--- config.mk ---
export PLATFORM = sky130hd
export DESIGN_NAME = trap_control_unit
export DESIGN_NICKNAME = d
export VERILOG_FILES = /design/src/rtl/trap_control_unit.sv
export SDC_FILE = /design/constraint.sdc
export NUM_CORES = 1
export LEC_CHECK = 0
export ABC_CLOCK_PERIOD_IN_PS = 1810
export CORE_MARGIN = 2
export CORE_UTILIZATION = 30
export DETAILED_ROUTE_END_ITERATION = 6
export DONT_BUFFER_PORTS = 1
export SYNTH_ARGS = -nofsm -noshare
export SYNTH_HDL_FRONTEND = slang
export SYNTH_SLANG_ARGS = --single-unit
--- constraint.sdc ---
create_clock -name clk -period 1.81 [get_ports clk]
set_input_delay 0.181 -clock clk [delete_from_list [all_inputs] [get_ports clk]]
set_output_delay 0.181 -clock clk [all_outputs]
set_load 0.02 [all_outputs]
--- src/rtl/trap_control_unit.sv ---
// trap_control_unit: responder side of the exception path.
// Collects exception flags and mret requests from commit, pulses
// exception_sig / mret_sig, captures mepc/mcause/mtval and redirects fetch
// to the trap vector on entry or back to mepc on return.
//
// Ports
//   clk, reset              clock, asynchronous active-low reset
//   address_exception       address out of range (address detector)
//   illegal_inst, ecall     commit-stage exception flags
//   mret_req                mret at commit
//   commit_pc, fault_addr   PC of the event, offending data address
//   exception_sig           1-cycle trap-entry pulse (flush / clear detectors)
//   mret_sig                1-cycle trap-return pulse
//   redirect_valid/_pc      1-cycle fetch redirect strobe and target
//   mepc, mcause, mtval     captured trap CSRs
//   trap_active             high from trap entry until the return completes
//   halted                  double fault, left only through reset
module trap_control_unit #(
  parameter logic [31:0] TRAP_VECTOR = 32'h0000_0400,
  parameter logic [31:0] CAUSE_ILL   = 32'd2,
  parameter logic [31:0] CAUSE_ADDR  = 32'd5,
  parameter logic [31:0] CAUSE_ECALL = 32'd11
) (
  input  logic        clk,
  input  logic        reset,
  input  logic        address_exception,
  input  logic        illegal_inst,
  input  logic        ecall,
  input  logic        mret_req,
  input  logic [31:0] commit_pc,
  input  logic [31:0] fault_addr,
  output logic        exception_sig,
  output logic        mret_sig,
  output logic        redirect_valid,
  output logic [31:0] redirect_pc,
  output logic [31:0] mepc,
  output logic [31:0] mcause,
  output logic [31:0] mtval,
  output logic        trap_active,
  output logic        halted
);

  localparam int unsigned XLEN = 32;

  typedef enum logic [2:0] {
    S_IDLE     = 3'd0,
    S_FLUSH    = 3'd1,
    S_REDIRECT = 3'd2,
    S_IN_TRAP  = 3'd3,
    S_RETURN   = 3'd4,
    S_HALT     = 3'd5
  } state_e;

  state_e            state_q, state_d;
  logic [XLEN-1:0]   mepc_q, mepc_d;
  logic [XLEN-1:0]   mcause_q, mcause_d;
  logic [XLEN-1:0]   mtval_q, mtval_d;
  logic              exc_q, exc_d;
  logic              mret_q, mret_d;
  logic              rdv_q, rdv_d;
  logic [XLEN-1:0]   rdpc_q, rdpc_d;
  logic              active_q, active_d;
  logic              halted_q, halted_d;

  logic              any_exc_c;

  assign any_exc_c = address_exception | illegal_inst | ecall;

  // Next state, CSR capture and output values registered for the next state
  always_comb begin
    state_d  = state_q;
    mepc_d   = mepc_q;
    mcause_d = mcause_q;
    mtval_d  = mtval_q;

    unique case (state_q)
      S_IDLE: begin
        if (any_exc_c || mret_req) begin
          state_d = S_FLUSH;
          mepc_d  = commit_pc;
          mtval_d = '0;
          // A stray mret (no exception) is handled as an illegal instruction
          if (illegal_inst || !any_exc_c) begin
            mcause_d = CAUSE_ILL;
          end else if (ecall) begin
            mcause_d = CAUSE_ECALL;
          end else begin
            mcause_d = CAUSE_ADDR;
            mtval_d  = fault_addr;
          end
        end
      end
      S_FLUSH:    state_d = S_REDIRECT;
      S_REDIRECT: state_d = S_IN_TRAP;
      S_IN_TRAP: begin
        // A fault inside the handler is fatal and keeps the original CSRs
        if (any_exc_c) begin
          state_d = S_HALT;
        end else if (mret_req) begin
          state_d = S_RETURN;
        end
      end
      S_RETURN:   state_d = S_IDLE;
      S_HALT:     state_d = S_HALT;
      default:    state_d = S_IDLE;
    endcase

    // Outputs are decoded from the next state so they register in step with it
    exc_d    = (state_d == S_FLUSH);
    mret_d   = (state_d == S_RETURN);
    rdv_d    = (state_d == S_REDIRECT) || (state_d == S_RETURN);
    active_d = (state_d != S_IDLE);
    halted_d = (state_d == S_HALT);
    rdpc_d   = '0;
    if (state_d == S_REDIRECT) begin
      rdpc_d = TRAP_VECTOR;
    end else if (state_d == S_RETURN) begin
      rdpc_d = mepc_d;
    end
  end

  // State, CSR and output registers
  always_ff @(posedge clk or negedge reset) begin
    if (!reset) begin
      state_q  <= S_IDLE;
      mepc_q   <= '0;
      mcause_q <= '0;
      mtval_q  <= '0;
      exc_q    <= 1'b0;
      mret_q   <= 1'b0;
      rdv_q    <= 1'b0;
      rdpc_q   <= '0;
      active_q <= 1'b0;
      halted_q <= 1'b0;
    end else begin
      state_q  <= state_d;
      mepc_q   <= mepc_d;
      mcause_q <= mcause_d;
      mtval_q  <= mtval_d;
      exc_q    <= exc_d;
      mret_q   <= mret_d;
      rdv_q    <= rdv_d;
      rdpc_q   <= rdpc_d;
      active_q <= active_d;
      halted_q <= halted_d;
    end
  end

  assign exception_sig  = exc_q;
  assign mret_sig       = mret_q;
  assign redirect_valid = rdv_q;
  assign redirect_pc    = rdpc_q;
  assign mepc           = mepc_q;
  assign mcause         = mcause_q;
  assign mtval          = mtval_q;
  assign trap_active    = active_q;
  assign halted         = halted_q;

endmodule

**After elaboration in Yosys (flattened, before gate mapping)**

Index checks and enable logic that the tools add are counted.

- Register bits after elaboration: 136
- Bits of input ports: 70

- Equal/unequal tests: 8
- Bitwise gates (word level): 2
- Reduce and logical (&&, ||, !) cells: 7
- Mux-type cells: 12

Operators by type and width:

| operator | number |
|---|---|
| $mux W32 | 6 |
| $pmux W3 S5 | 1 |
| $eq A3 B2 Y1 const B | 3 |
| $eq A3 B3 Y1 const B | 3 |
| $mux W3 | 3 |
| $mux W4 | 2 |
| $eq A3 B1 Y1 const B | 2 |
| $logic_not A3 Y1 | 1 |
| $logic_or A1 B1 Y1 | 3 |
| $reduce_bool A3 Y1 | 1 |
| $or A1 B1 Y1 | 2 |
| $reduce_and A2 Y1 | 1 |
| $logic_not A1 Y1 | 1 |

**Logic depth before layout (Yosys ltp)**

- Depth in word-level cells: 8
- Depth in mapped cells: 6

**Worst setup path after synthesis**

No wires, ideal clock.

- Kind: register to register
- From: reg state_q[1]
- To: reg mtval_q[10] (netlist: mtval[10])
- Data required time: 1.746 ns
- Data arrival time: 1.674 ns
- Buffers on the path: 3
- Period minus slack after synthesis: 1.738 ns
- Slack: 0.072 ns
- Cell stages (with the launch flop): 7
- Path through: dfrtp_1 buf_6 or3_4 buf_6 nor4b_4 buf_6 a22o_2

- Cells in the longest elaborated chain, start to end: 2

RTL lines:

| what | line | text |
|---|---|---|
| start, declared | 54 | `state_e state_q, state_d;` |
| start signal, assigned | 136 | `state_q <= state_d;` |
| $logic_not A3 Y1 | 76 | `unique case (state_q)` |
| $reduce_and A2 Y1 (no line) | -- |  |
| end signal, assigned | 139 | `mtval_q <= mtval_d;` |
| end, declared | 57 | `logic [XLEN-1:0] mtval_q, mtval_d;` |

Every way passes these cells.
A chain may end at the register's enable or synchronous reset.

**Final worst setup path**

- From: reg state_q[1]
- To: reg rdpc_q[6] (netlist: redirect_pc[6])

- Cells in the longest elaborated chain, start to end: 6
- Elaborated cells on any way between the ends: 14

RTL lines:

| what | line | text |
|---|---|---|
| $mux W3 | 99 | `end else if (mret_req) begin` |
| $mux W3 | 97 | `if (any_exc_c) begin` |
| $pmux W3 S5 | 76 |  |
| $eq A3 B3 Y1 | 117 | `end else if (state_d == S_RETURN) begin` |
| $mux W32 | 117 |  |
| $mux W32 (*) | 115 | `if (state_d == S_REDIRECT) begin` |
| net rdpc_d[6] | 61 | `logic [XLEN-1:0] rdpc_q, rdpc_d;` |
| end signal, assigned | 143 | `rdpc_q <= rdpc_d;` |
| end, declared | 61 |  |

Mark *: on every way through the listed nets, which the timed path passes. The rest lies on a longest branch.

==> qor.yml <==
period_minus_slack_ns: 1.61
first_global_vias: 2910
cp.required_ns: 2.03
postLayoutCellArea_um2: 5250
row_count: 43
crit_path_start_kind: "register"
synth-simple-area-share: 0.0974
synth_compound_area_frac: 0.166
p_switching_mw: 3.26
netlist_instances: 355
hold_path.class: "input pin to asynchronous set/reset pin"
numCtsBuffers: 9
post-route-util: 0.381
crit_buf_inv: 1
avgSynthCellArea_um2: 11.8
max-clock-path-buffers: 2
path_max_fanout: 25
clock_skew_ns: 0.00576
cts_tree: "done"
syn2layout_area_growth_pct: 25.4
via_per_inst: 4.97
drt-total-wl_mm: 10.6
synthesis.area_um2: 4190
clk_pin_slew_ns: 0.07
setup_viol: 0
cap_violations: 0
synth_fa_ha_area_frac: 0
finalMaxSlewViolations: 0
muxShareOfSynthArea: 0.00269
ctsHoldBuffers: 64
postRouteAntennaNets: 0
wl_per_cell_um: 17.7
antenna_found_initial: 0
setup-tns-final_ns: 0
synthFlopType: "dfrtp_1"
hold_slack_ns: -0.471
rsz0062_at_grt: "no"
initial_core_util: 0.304
cts-root-buf: "clkbuf_16"
dr.pass1.iters: 4
power_density_nw_per_um2: 1600
dpl_cell_area_um2: 4290
clock-sinks: 108
remaining_drc_errors: 0
clk_latency_ns: 0.34
grt_max_degree: 109
violations: "hold timing"
reg2reg_from: "state_q[1]$_DFF_PN0_"
synth_edf_count: 0
die_h_um: 122
ir_drop_mv: 0.765
final_nets: 486
synth_seq_area_share: 0.646
ctsResizeCount: 0
fp.dieW_um: 122
diodes: 0
grt_use_total: 0.143
hpwl_mm: 7.02
coreArea_um2: 13800
pwr-share-clk: 0.247
cp_top_family: "simple AND/OR/NAND/NOR gates"
nFillCells: 1329
p_leak_nw: 2.47
synthDistinctLibCells: 33
path_cells: "or3_4 -> buf_4 -> o21ai_0 -> a21oi_1"
dpl.cell_count: 521
num_vias: 2979
cpPeakStageDelay_ns: 0.45
multi_input_area_um2: 1230
switching_share: 0.389
p_comb_frac: 0.219
criticalPathCategory: "register to register"
arrival_ns: 1.82
fmax_mhz: 622
slowest_stage: "or3_4"
status: "finished with violations"
ys_ff_latch: 108
synth_xor_area_frac: 0
cts_setup_buffers: 0
regToRegSetupSlack_ns: 0.20
seqCellArea_um2: 2700
ios: 203
synth_top_family_by_area: "compound AO/OA/AOI/OAI gates"
drtIter0Drc: 192
htree_levels: 3
drive_gt1_frac: 0.117
portBuffers: 0
endpoint_kind: "register"
instances_no_fill: 599
rr_worst_depth: 4
internal_power_mw: 5.13
fp.dieArea_um2: 14900
async_reset_ff_frac: 1.00
yosys_warnings: 0
crit-reg2reg-capture: "redirect_pc[6]$_DFF_PN0_"
finalHoldViolations: 108
grt_overflow_total: 0
finalCritPeriodShare: 0.888
grt_pass1_wl_mm: 16.3
place_congestion: 0.728
p_seq_frac: 0.534
[synthesized netlist by cell type (2+ instances only)]
| master | instances | area [um2] |
|---|---|---|
| buf_1 | 3 | 11.3 |
| buf_2 | 4 | 20.0 |
| dfrtp_1 | 108 | 2700 |
| a21o_1 | 2 | 15.0 |
| nand2b_1 | 3 | 18.8 |
| nor3_1 | 2 | 10.0 |
| a22o_2 | 16 | 160 |
| nand2_1 | 32 | 120 |
| inv_1 | 3 | 11.3 |
| buf_6 | 5 | 56.3 |
| o21ai_0 | 32 | 160 |
| buf_4 | 29 | 218 |
| a22o_1 | 17 | 149 |
| nor2_1 | 3 | 11.3 |
| nand3_1 | 32 | 160 |
| a21oi_1 | 35 | 175 |
| clkbuf_1 | 13 | 48.8 |
[power groups by stage]
stage	clock network, mW	registers, mW	logic (mW)
2_1_floorplan	0	4.32	1.42
3_3_place_gp	0	4.52	1.63
3_5_place_dp	0	4.53	1.73
4_1_cts	2.13	4.49	1.85
5_1_grt	2.27	4.56	2.07
6_report	2.07	4.48	1.84
[cell type report]
cell class,instances,share of cell area
tap,180,0.0429
sequential,108,0.515
timing repair buffer,77,0.145
multi-input combinational,217,0.235
inverter,3,0.00215
clock inverter,4,0.0143
clock buffer,10,0.0455
[worst max path at each step]
stage | slack (ns) | to | depth (start not counted) | start
3_3_place_gp | 0.26 | mtval[15]$_DFFE_PN0P_ | 4 | state_q[1]$_DFF_PN0_
4_1_cts | 0.20 | redirect_pc[20]$_DFF_PN0_ | 4 | state_q[1]$_DFF_PN0_
6_report | 0.20 | redirect_pc[6]$_DFF_PN0_ | 4 | state_q[1]$_DFF_PN0_
5_1_grt | 0.06 | redirect_pc[20]$_DFF_PN0_ | 4 | state_q[1]$_DFF_PN0_
3_5_place_dp | 0.21 | redirect_pc[20]$_DFF_PN0_ | 4 | state_q[1]$_DFF_PN0_
2_1_floorplan | 0.07 | mtval[10]$_DFFE_PN0P_ | 6 | state_q[1]$_DFF_PN0_
[kinds of logic (layout without fill, tap and decap cells)]
logic type | Yosys count | in the layout
DFF | 108 | 108
buffers and inverters | 57 | 94
other | 1 | 28
AOI/OAI and AO/OA | 107 | 107
muxes | 1 | 1
and+or+nand+nor | 81 | 81
[state kept, by name, indices dropped and copies added, names as in the netlist]
signal,count
mepc,32
mtval,32
redirect_pc,32
mcause,4
state_q,3
exception_sig,1
halted,1
mret_sig,1
redirect_valid,1
trap_active,1
[stage by stage]
stage | power [mW] | setup slack, ns
after global routing | 8.90 | 0.0620
final | 8.39 | 0.204
after floorplan | 5.73 | 0.0716
after global placement | 6.15 | 0.260
after detailed placement | 6.26 | 0.209
after CTS | 8.47 | 0.196
[per-layer routing]
metal,vias to the layer above,wire [um],GRT usage
met5,-,0,0
met4,0,229,0.0568
met3,15,991,0.0552
met2,136,5320,0.226
met1,1523,4080,0.177
li1,1305,-,-
[placed cells by master (no fill, tap or decap), types with 2 or more instances in the layout]
cell / n
a21o_1: 2
a21oi_1: 35
a22o_1: 17
a22o_2: 16
buf_12: 2
buf_4: 11
bufinv_16: 2
clkbuf_16: 9
clkinvlp_4: 2
conb_1: 28
dfrtp_1: 108
dlygate4sd3_1: 64
inv_1: 3
nand2_1: 32
nand2b_1: 3
nand3_1: 32
nor2_1: 3
nor3_1: 2
o21ai_0: 32
Note: power is estimated with default switching activity, not from simulation.
